--- config.mk ---
export PLATFORM = sky130hd
export DESIGN_NAME = obi_slave
export DESIGN_NICKNAME = d
export VERILOG_FILES = /design/src/rtl/obi_slave.sv
export SDC_FILE = /design/constraint.sdc
export NUM_CORES = 1
export LEC_CHECK = 0
export ABC_AREA = 1
export BUFFER_PORTS_ARGS = -buffer_cell sky130_fd_sc_hd__clkbuf_2
export CORE_ASPECT_RATIO = 0.9
export CORE_MARGIN = 10
export CORE_UTILIZATION = 35
export DETAILED_ROUTE_END_ITERATION = 8
export SKIP_LAST_GASP = 1
export SLEW_MARGIN = 20
export SYNTH_ARGS = -nofsm -noshare
export SYNTH_HDL_FRONTEND = slang
export SYNTH_SLANG_ARGS = --single-unit
--- constraint.sdc ---
create_clock -name clk_i -period 2.45 [get_ports clk_i]
set_input_delay 0.49 -clock clk_i [delete_from_list [all_inputs] [get_ports clk_i]]
set_output_delay 0.49 -clock clk_i [all_outputs]
set_load 0.02 [all_outputs]
--- src/rtl/obi_slave.sv ---
// OBI word-addressed RAM slave with configurable response latency.
// Optional OBI_SLAVE_ERR_EN adds obi_err_o for out-of-range accesses.
module obi_slave #(
    parameter int          ADDR_WIDTH = 32,
    parameter int          DATA_WIDTH = 32,
    parameter int          DEPTH      = 16,
    parameter logic [31:0] BASE_ADDR  = 32'h0000,
    parameter int          LATENCY    = 1
) (
    input  logic                    clk_i,
    input  logic                    rst_i,
    input  logic                    obi_req_i,
    output logic                    obi_gnt_o,
    input  logic [ADDR_WIDTH-1:0]   obi_addr_i,
    input  logic                    obi_we_i,
    input  logic [DATA_WIDTH/8-1:0] obi_be_i,
    input  logic [DATA_WIDTH-1:0]   obi_wdata_i,
    output logic                    obi_rvalid_o,
    output logic [DATA_WIDTH-1:0]   obi_rdata_o
`ifdef OBI_SLAVE_ERR_EN
    ,
    output logic                    obi_err_o
`endif
);

    localparam int NB  = DATA_WIDTH / 8;
    localparam int OFF = (NB > 1) ? $clog2(NB) : 0;
    localparam int IW  = (DEPTH > 1) ? $clog2(DEPTH) : 1;
    localparam logic [ADDR_WIDTH-1:0] BASE = ADDR_WIDTH'(BASE_ADDR);
    localparam logic [3:0] CNT_INIT = 4'(LATENCY > 1 ? LATENCY - 2 : 0);

    typedef enum logic [1:0] {IDLE, WAIT, RESP} state_t;

    localparam state_t ACC_STATE = (LATENCY == 1) ? RESP : WAIT;

    state_t                state, state_n;
    logic [3:0]            cnt, cnt_n;
    logic [DATA_WIDTH-1:0] mem [DEPTH];
    logic [DATA_WIDTH-1:0] rdata_q;
    logic                  accept;
    logic                  in_range;
    logic [ADDR_WIDTH-1:0] offset;
    logic [ADDR_WIDTH-1:0] word;
    logic [IW-1:0]         idx;

    assign offset   = obi_addr_i - BASE;
    assign word     = offset >> OFF;
    assign in_range = (obi_addr_i >= BASE) && (word < ADDR_WIDTH'(DEPTH));
    assign idx      = word[IW-1:0];

    // Grant is suppressed during WAIT and while reset is asserted
    assign obi_gnt_o = obi_req_i && !rst_i && (state == IDLE || state == RESP);
    assign accept    = obi_gnt_o;

    always_comb begin
        state_n = state;
        cnt_n   = cnt;
        unique case (state)
            IDLE: begin
                if (accept) begin
                    state_n = ACC_STATE;
                    cnt_n   = CNT_INIT;
                end
            end
            WAIT: begin
                if (cnt == 4'd0) state_n = RESP;
                else             cnt_n   = cnt - 4'd1;
            end
            RESP: begin
                if (accept) begin
                    state_n = ACC_STATE;
                    cnt_n   = CNT_INIT;
                end else begin
                    state_n = IDLE;
                end
            end
            default: state_n = IDLE;
        endcase
    end

    always_ff @(posedge clk_i) begin
        if (rst_i) begin
            state <= IDLE;
            cnt   <= 4'd0;
        end else begin
            state <= state_n;
            cnt   <= cnt_n;
        end
    end

    always_ff @(posedge clk_i) begin
        if (rst_i) begin
            rdata_q <= '0;
            for (int w = 0; w < DEPTH; w++) mem[w] <= '0;
        end else if (accept) begin
            rdata_q <= (!obi_we_i && in_range) ? mem[idx] : '0;
            if (obi_we_i && in_range) begin
                for (int b = 0; b < NB; b++) begin
                    if (obi_be_i[b]) mem[idx][b*8 +: 8] <= obi_wdata_i[b*8 +: 8];
                end
            end
        end
    end

    assign obi_rvalid_o = (state == RESP);
    assign obi_rdata_o  = (state == RESP) ? rdata_q : '0;

`ifdef OBI_SLAVE_ERR_EN
    logic err_q;

    always_ff @(posedge clk_i) begin
        if (rst_i)       err_q <= 1'b0;
        else if (accept) err_q <= !in_range;
    end

    assign obi_err_o = obi_rvalid_o && err_q;
`endif

endmodule

==> results of run 1 <==
[cell usage after synthesis]
| master | instances |
|---|---|
| nand2_1 | 1233 |
| nand2_2 | 2 |
| nand3_1 | 2 |
| nand2_4 | 2 |
| nand4_2 | 18 |
| a21oi_1 | 32 |
| edfxtp_1 | 512 |
| nand4_1 | 3 |
| nor2_4 | 13 |
| inv_2 | 7 |
| o21ai_0 | 62 |
| nand4_4 | 44 |
| buf_1 | 13 |
| nor2_2 | 5 |
| nor2_1 | 718 |
| inv_4 | 1 |
| clkbuf_1 | 88 |
| buf_4 | 14 |
| dfxtp_1 | 33 |
| inv_1 | 447 |
| buf_2 | 45 |
| buf_6 | 5 |
| nor2_8 | 3 |
[layout by cell type (no fill, tap or decap), drive strengths merged]
| cell | Yosys | routed |
|---|---|---|
| nand2 | 1237 | 1237 |
| clkinv | 0 | 25 |
| o21ai | 62 | 62 |
| a21oi | 32 | 32 |
| nand4 | 65 | 65 |
| buf | 77 | 166 |
| edfxtp | 512 | 512 |
| dfxtp | 33 | 33 |
| clkbuf | 88 | 177 |
| inv | 455 | 454 |
| nand3 | 2 | 2 |
| nor2 | 739 | 739 |
[power by group through the flow]
stage | clock network [mW] | registers [mW] | logic [mW]
after floorplan | 0 | 10.9 | 1.27
after global placement | 0 | 10.9 | 1.95
after detailed placement | 0 | 10.9 | 1.96
after CTS | 7.94 | 10.7 | 1.97
after global routing | 8.34 | 10.8 | 2.21
final | 7.83 | 10.7 | 1.96
[worst max-delay path, delay by kind of cell, from the launching register on]
family,cells,cell delay (ns)
AND/OR/NAND/NOR,1,0.09
buffers and inverters,3,0.52
flip-flops,1,0.56
[metal layers]
| layer | share of wire, % | up-vias | global-route usage (%) |
|---|---|---|---|
| met4 | 1.9 | 6 | 3.73 |
| met5 | 0.055 | - | 0 |
| li1 | - | 10400 | - |
| met1 | 46 | 9833 | 22.8 |
| met2 | 44 | 603 | 25.2 |
| met3 | 7.9 | 104 | 3.12 |
[through the flow]
| step | TNS, ns | hold slack, ns | setup WS (ns) | power [mW] | cells |
|---|---|---|---|---|---|
| finish | 0 | 0.166 | 0.187 | 20.5 | 4543 |
| global route | 0 | 0.177 | 0.109 | 21.3 | 4543 |
| CTS | 0 | 0.142 | 0.161 | 20.6 | 4543 |
| floorplan | 0 | 0.437 | 0.300 | 12.2 | 3302 |
| global placement | -24.73 | 0.508 | -0.132 | 12.9 | 4443 |
| detailed placement | -18.40 | 0.509 | -0.112 | 12.9 | 4443 |
[cells by family (layout without fill, tap and decap cells)]
logic type | count (synthesis) | after routing
AO/OA/AOI/OAI | 94 | 94
buffers and inverters | 620 | 822
flip-flops | 545 | 545
AND/OR/NAND/NOR | 2043 | 2043
[path summary, 6_finish.rpt]
| check | end |
|---|---|
| setup / recovery | obi_rdata_o[6] |
| hold / removal | state[1]$_SDFFE_PP0P_ |
| setup reg to reg | rdata_q[25]$_SDFFE_PP0P_ |
| hold reg to reg | rdata_q[30]$_SDFFE_PP0P_ |
[state kept, by name (all words and copies together) (netlist names)]
register	cells
mem	512
rdata_q	32
state	1
[final cells by class]
type | count | area (µm²)
Clock buffer | 76 | 1520
Tap cell | 1039 | 1300
Multi-Input combinational cell | 2137 | 9270
Clock inverter | 24 | 109
Timing Repair Buffer | 267 | 2070
Sequential cell | 545 | 16000
Inverter | 455 | 1720
Fill cell | 7893 | 46300
==> impl_metrics.yaml, run 1 <==
global_route:
  grt.overflow.total: 0
  grt_pass1_wl_um: 114000
  grt_usage_pct: 16.1
  grt_pass1_vias: 20100
  antenna_found_initial: 4
  grt_max_degree: 115
synth:
  muxShareOfSynthArea_pct: 0
  synth_compound_gate_area_share_pct: 1.69
  synthAdderAreaFrac_pct: 0
  synth_area_um2: 27800
  ys_types: 23
  synth-seq-cells: 545
  syn-num-nets: 3374
  synth-xor-area-share_pct: 0
  avgSynthCellArea_um2: 8.41
  yosysWarnings: 0
  synth_top_area_share_pct: 55.4
  synthSimpleGateAreaFrac_pct: 31.6
  netlist_instances: 3302
  yosysSeqAreaShare_pct: 57.7
  synth_top_family_by_area: "simple AND/OR/NAND/NOR gates"
  yosys.area.top_type: "edfxtp_1"
  synthTopCellsByArea: "edfxtp_1, nand2_1, nor2_1"
cts:
  clkLatencyLatePin_ns: 0.61
  cts-resized-gates: 1
  clockRootBuffer: "clkbuf_16"
  cts_tree: "built"
  post_cts_buffers: 0
  htree_levels: 2
  cts_made_buffers: 54
  cts_sinks: 545
  clockBufferDepth: 3
  cts_hold_buffers: 0
  clkTransAtPathRegs_ns: 0.06
placement:
  hpwlAfterDp_um: 48300
  gp_congestion: 0.819
  dpl_cell_area_um2: 30400
  port_buffers: 103
pwr:
  combPwrFrac_pct: 9.6
  p_seq_share_pct: 52.3
  swShare_pct: 24.8
  p_sw_mw: 5.09
  power_frac_clock_pct: 38.1
  p_int_mw: 15.4
  powerDensity_nw_per_um2: 641
  p_leak_nw: 15.5
  vdd_drop_max_uv: 461
detailed_routing:
  drtPass1Iterations: 5
  route.detailed.drc: 0
  postRouteAntennaNets: 0
  wl_um: 74400
  vias: 21000
  post_drt_wl_per_cell_um: 16.4
  first_iter_violations: 1930
  via_per_inst: 4.62
sta:
  period_needed_ns: 2.26
  fmax_mhz: 442
  period_share_pct: 92.4
  hold_violations: 0
  skew_ns: 0.00951
  rsz0062_at_grt: "false"
  drv_slew: 0
  tightestPinTransition_ns: 0.844
  slew-limit-headroom_pct: 43.7
  setup_viol: 0
job:
  drv_cap: 0
worst_setup_path:
  cp-start-kind: "flop"
  worstPathMaxFanout: 16
  cp-startpoint: "state[1]$_SDFFE_PP0P_"
  end_kind: "output pin"
  r2r_start: "mem[9][25]$_SDFFCE_PN0P_"
  reg2reg_depth: 10
  crit_chain: "buf_4 -> nand2_1 -> inv_1 -> clkbuf_2"
  slowest_stage: "dfxtp_4"
  ff2ff_setup_slack_ns: 1.04
  critPathMaxStageDelay_ns: 0.56
  crit_type: "flop to output pin"
  cp.required_ns: 1.96
  cp.arrival_ns: 1.77
floorplanning:
  rows: 97
  die-area_um2: 91000
  die_h_um: 287
  coreArea_um2: 78300
  start_util_pct: 35.5
  ios: 106
  die_w_um: 317
layout:
  drive_gt1_share_pct: 12.5
  fin_util_pct: 40.9
  postLayoutCellArea_um2: 32000
  antenna_cells: 0
  synthToLayoutAreaGrowth_pct: 15.3
  finalNetCount: 3532
run_status:
  status: "finished, final reports clean"
min_path:
  min-delay-start: "obi_req_i"
  hold_class: "input pin to flop"
  holdPathStages: 3
(Power assumes the default switching activity.)
==> run 2: changes to the inputs <==
GPL_TIMING_DRIVEN = 0   (was default)
==> impl_metrics.yaml, run 2 (synthesis gave the netlist of run 1 again) <==
run_status:
  violations: "negative setup slack"
  status: "finished with violations"
job:
  drv_cap: 0
detailed_routing:
  vias: 22200
  post_drt_wl_per_cell_um: 20.0
  wl_um: 90800
  via_per_inst: 4.89
  first_iter_violations: 2897
  postRouteAntennaNets: 0
  route.detailed.drc: 0
  drtPass1Iterations: 6
worst_setup_path:
  slowest_stage: "dfxtp_2"
  critPathMaxStageDelay_ns: 0.56
  crit_chain: "buf_4 -> nand2_1 -> inv_1 -> clkbuf_2"
  crit_family: "buffers and inverters"
  end_kind: "output pin"
  worstPathMaxFanout: 10
  cp.arrival_ns: 2.01
  cp-start-kind: "flop"
  cp.required_ns: 1.96
  crit_type: "flop to output pin"
  cp.buffers_inverters: 3
sta:
  tightestPinTransition_ns: 1.37
  period_share_pct: 102
  hold_violations: 0
  fin_ws_ns: -0.0544
  whs_ns: 0.204
  final.setup.tns_ns: -0.0736
  setup_viol: 3
  rsz0062_at_grt: "true"
  skew_ns: 0.0161
  period_needed_ns: 2.50
  fmax_mhz: 399
  slew-limit-headroom_pct: 8.89
  drv_slew: 0
layout:
  max_flop_register: "mem"
  top_regs: "mem: 512 flops, rdata_q: 32 flops, state: 1 flops"
  finalNetCount: 3535
  fin_util_pct: 40.1
  final_cell_mix: "nand2_1, nor2_1, edfxtp_1"
  final_common_cell: "nand2_1"
  postLayoutCellArea_um2: 31400
  synthToLayoutAreaGrowth_pct: 12.9
  final_cells: 4545
  largest_reg_flops: 512
  n_fill_cell: 7891
  drive_gt1_share_pct: 10.1
cts:
  clockBufferDepth: 3
  clkTransAtPathRegs_ns: 0.06
  cts_made_buffers: 56
  cts_hold_buffers: 0
  cts_tree: "built"
  htree_levels: 2
  clockRootBuffer: "clkbuf_16"
  cts_sinks: 545
  clkLatencyLatePin_ns: 0.63
pwr:
  powerDensity_nw_per_um2: 677
  p_leak_nw: 15.1
  p_seq_share_pct: 50.6
  vdd_drop_max_uv: 586
  power_frac_clock_pct: 39.5
  p_sw_mw: 5.51
  p_int_mw: 15.7
  swShare_pct: 25.9
  combPwrFrac_pct: 9.9
placement:
  dp_cells: 4442
  hpwlAfterDp_um: 65300
  port_buffers: 101
  dpl_cell_area_um2: 29600
  gp_congestion: 0.960
floorplanning:
  die_w_um: 317
  ios: 106
  rows: 97
  die_h_um: 287
  start_util_pct: 35.5
  die-area_um2: 91000
  coreArea_um2: 78300
global_route:
  grt.overflow.total: 0
  grt_usage_pct: 19.4
  grt_pass1_vias: 20300
  grt_pass1_wl_um: 132000
  antenna_found_initial: 6
  grt_max_degree: 15
min_path:
  hold_class: "input pin to flop"
==> run 2: timing repair <==
item	4_1_cts	5_1_grt
buffers inserted	0	2
gates resized for setup	7	16
pin swaps	0	1
endpoints found under the setup margin	62	357
==> run 2: final cells by class <==
| type | count | area (µm²) | area share, % |
|---|---|---|---|
| inverters | 455 | 1710 | 5.45 |
| well taps | 1039 | 1300 | 4.15 |
| clock inverters | 32 | 253 | 0.806 |
| clock buffers | 67 | 1460 | 4.67 |
| multi-input cells | 2137 | 9280 | 29.6 |
| plain buffers | 165 | 790 | 2.52 |
| flip-flops and latches | 545 | 16000 | 51.1 |
| diodes | 2 | 5.00 | 0.0160 |
| repair buffers | 103 | 520 | 1.66 |
==> run 2: path summary, 6_finish.rpt <==
| path | cells past startpoint | start | slack, ns | endpoint |
|---|---|---|---|---|
| setup / recovery | 4 | state[1]$_SDFFE_PP0P_ | -0.05 | obi_rdata_o[24] |
| hold / removal | 2 | rst_i | 0.20 | state[1]$_SDFFE_PP0P_ |
| setup reg to reg | 8 | mem[0][5]$_SDFFCE_PN0P_ | 0.89 | rdata_q[5]$_SDFFE_PP0P_ |
| hold reg to reg | 2 | rdata_q[30]$_SDFFE_PP0P_ | 0.47 | rdata_q[30]$_SDFFE_PP0P_ |
==> run 2: worst reg2reg max path: cells and delay by family (launching register included) <==
family           cells  cell delay (ns)
AO/OA/AOI/OAI        2             0.48
flip-flops           1             0.33
AND/OR/NAND/NOR      6             0.67
==> run 2: stage by stage <==
stage	setup WS [ns]	power, mW
global route	-0.0798	21.8
CTS	-0.0948	21.2
floorplan	0.300	12.2
detailed placement	-0.767	13.0
global placement	-0.852	13.0
finish	-0.0544	21.2
==> run 2: routing by layer <==
layer	part of all wire, %	GRT usage, %	up-vias	wire (µm)
met5	0.031	0	-	28
met4	2.5	4.82	4	2230
met3	11	3.82	133	9990
met2	42	28.9	1117	38300
met1	44	28.5	10500	40200
li1	-	-	10500	-
==> run 2: power groups by stage <==
stage          combinational, mW  clock, mW  sequential [mW]
2_1_floorplan               1.27          0             10.9
3_5_place_dp                2.04          0             10.9
4_1_cts                     2.06       8.43             10.7
3_3_place_gp                2.03          0             10.9
6_report                    2.10       8.40             10.7
5_1_grt                     2.29       8.77             10.8
==> run 3: changes to the inputs <==
CORE_MARGIN = 2   (was 10)
GPL_TIMING_DRIVEN = default   (was 0)
SLEW_MARGIN = default   (was 20)
==> impl_metrics.yaml, run 3 (synthesis gave the netlist of run 1 again) <==
layout:
  max_flop_register: "mem"
  drive_gt1_share_pct: 14.4
  multi_input_area_um2: 9270
  top_regs: "mem: 512 flops, rdata_q: 32 flops, state: 1 flops"
  antenna_cells: 0
  synthToLayoutAreaGrowth_pct: 19.8
  largest_reg_flops: 512
  finalNetCount: 3597
  area.sequential_um2: 16000
  final_common_cell: "nand2_1"
  n_fill_cell: 7752
  final_cell_mix: "nand2_1, nor2_1, edfxtp_1"
  fin_util_pct: 42.5
cts:
  clockRootBuffer: "clkbuf_16"
  cts_hold_buffers: 0
  cts-resized-gates: 0
  cts_made_buffers: 55
  clockBufferDepth: 3
  cts_tree: "built"
  htree_levels: 2
  post_cts_buffers: 0
  cts_sinks: 545
  clkLatencyLatePin_ns: 0.61
  clkTransAtPathRegs_ns: 0.06
floorplanning:
  die-area_um2: 81600
  rows: 97
  start_util_pct: 35.5
  die_w_um: 301
  die_h_um: 271
  coreArea_um2: 78200
  ios: 106
worst_setup_path:
  crit_type: "flop to output pin"
  cp-startpoint: "state[1]$_SDFFE_PP0P_"
  critPathMaxStageDelay_ns: 0.32
  r2r_start: "mem[9][30]$_SDFFCE_PN0P_"
  ff2ff_setup_slack_ns: 1.08
  slowest_stage: "dfxtp_2"
  worstPathMaxFanout: 19
  cp.required_ns: 1.96
  end_kind: "output pin"
  cp.arrival_ns: 1.64
  crit_chain: "buf_4 -> nand2_1 -> inv_1 -> clkbuf_2"
  cp-start-kind: "flop"
  reg2reg_depth: 10
  crit_end: "obi_rdata_o[15]"
  timing.rr.end: "rdata_q[30]$_SDFFE_PP0P_"
sta:
  period_share_pct: 87.0
  tightestPinTransition_ns: 0.820
  fin_ws_ns: 0.319
  rsz0062_at_grt: "false"
  slew-limit-headroom_pct: 45.3
  skew_ns: 0.0103
  whs_ns: 0.134
  period_needed_ns: 2.13
  hold_violations: 0
  setup_viol: 0
  fmax_mhz: 469
  drv_slew: 0
detailed_routing:
  route.met2.wl_um: 31800
  wl_met3_um: 5560
  vias: 21000
  post_drt_wl_per_cell_um: 15.8
  via_per_inst: 4.55
  dr.max_layer_used: "met4"
  wl_um: 72600
  drtPass1Iterations: 6
  wl_met1_um: 33600
  route.detailed.drc: 0
  postRouteAntennaNets: 0
  first_iter_violations: 1585
pwr:
  vdd_drop_max_uv: 483
  powerDensity_nw_per_um2: 642
  p_leak_nw: 16.2
min_path:
  hold_class: "input pin to flop"
global_route:
  grt.overflow.total: 0
  grt_pass1_wl_um: 113000
  grt_usage_pct: 18.0
  antenna_found_initial: 1
  grt_max_degree: 107
  grt_pass1_vias: 20500
placement:
  port_buffers: 103
  pre_cts_ws_ns: -0.112
  gp_congestion: 0.835
  hpwlAfterDp_um: 48400
job:
  drv_cap: 0
run_status:
  status: "finished, final reports clean"
run 3: cell types whose count changed in the layout (fill, tap and decap cells not counted), moves of 12 or more:
| cell | before | now |
|---|---|---|
| buf_4 | 17 | 159 |
| clkbuf_1 | 91 | 16 |
| buf_12 | 0 | 71 |
| buf_2 | 45 | 0 |
| buf_1 | 13 | 0 |
| clkinv_1 | 14 | 2 |
run 3: through the flow:
stage	area [µm²]	power (mW)	instances	setup TNS, ns
after detailed placement	31500	13.1	4507	-27.14
after floorplan	27800	12.2	3302	0
after CTS	33300	21.5	4609	0
after global routing	33300	22.1	4609	0
after global placement	31500	13.0	4507	-38.81
final	33300	21.4	4609	0
run 3: worst min-delay path by stage:
stage,start,endpoint,slack [ns],depth (start not counted)
CTS,rst_i,state[1]$_SDFFE_PP0P_,0.1,2
finish,rst_i,state[1]$_SDFFE_PP0P_,0.13,2
global placement,rdata_q[30]$_SDFFE_PP0P_,rdata_q[30]$_SDFFE_PP0P_,0.45,2
floorplan,rdata_q[30]$_SDFFE_PP0P_,rdata_q[30]$_SDFFE_PP0P_,0.44,2
detailed placement,rdata_q[30]$_SDFFE_PP0P_,rdata_q[30]$_SDFFE_PP0P_,0.46,2
global route,rst_i,rdata_q[30]$_SDFFE_PP0P_,0.13,2
run 3: where the power goes:
part           total [mW]  internal, mW  switching [mW]
combinational        2.13         0.691            1.44
clock                8.49          4.91            3.59
sequential           10.7          10.6           0.124
total                21.4          16.2            5.15
run 3: metal layers:
layer / vias up / global-route usage (%)
met5: - / 0
met3: 107 / 3.61
met4: 0 / 4.87
met2: 591 / 28.2
li1: 10600 / -
met1: 9665 / 25.4
run 3: area by class of cell:
cell class	instances	area share [%]
sequential	545	48.2
inverter	455	5.18
multi-input combinational	2137	27.9
tap	1039	3.91
clock buffer	79	4.65
clock inverter	23	0.760
timing repair buffer	331	9.41
run 3: critical path, delay by kind of cell, from the launching register on:
family,cells,cell delay [ns]
AND/OR/NAND/NOR,1,0.15
flip-flops,1,0.32
buffers and inverters,3,0.54
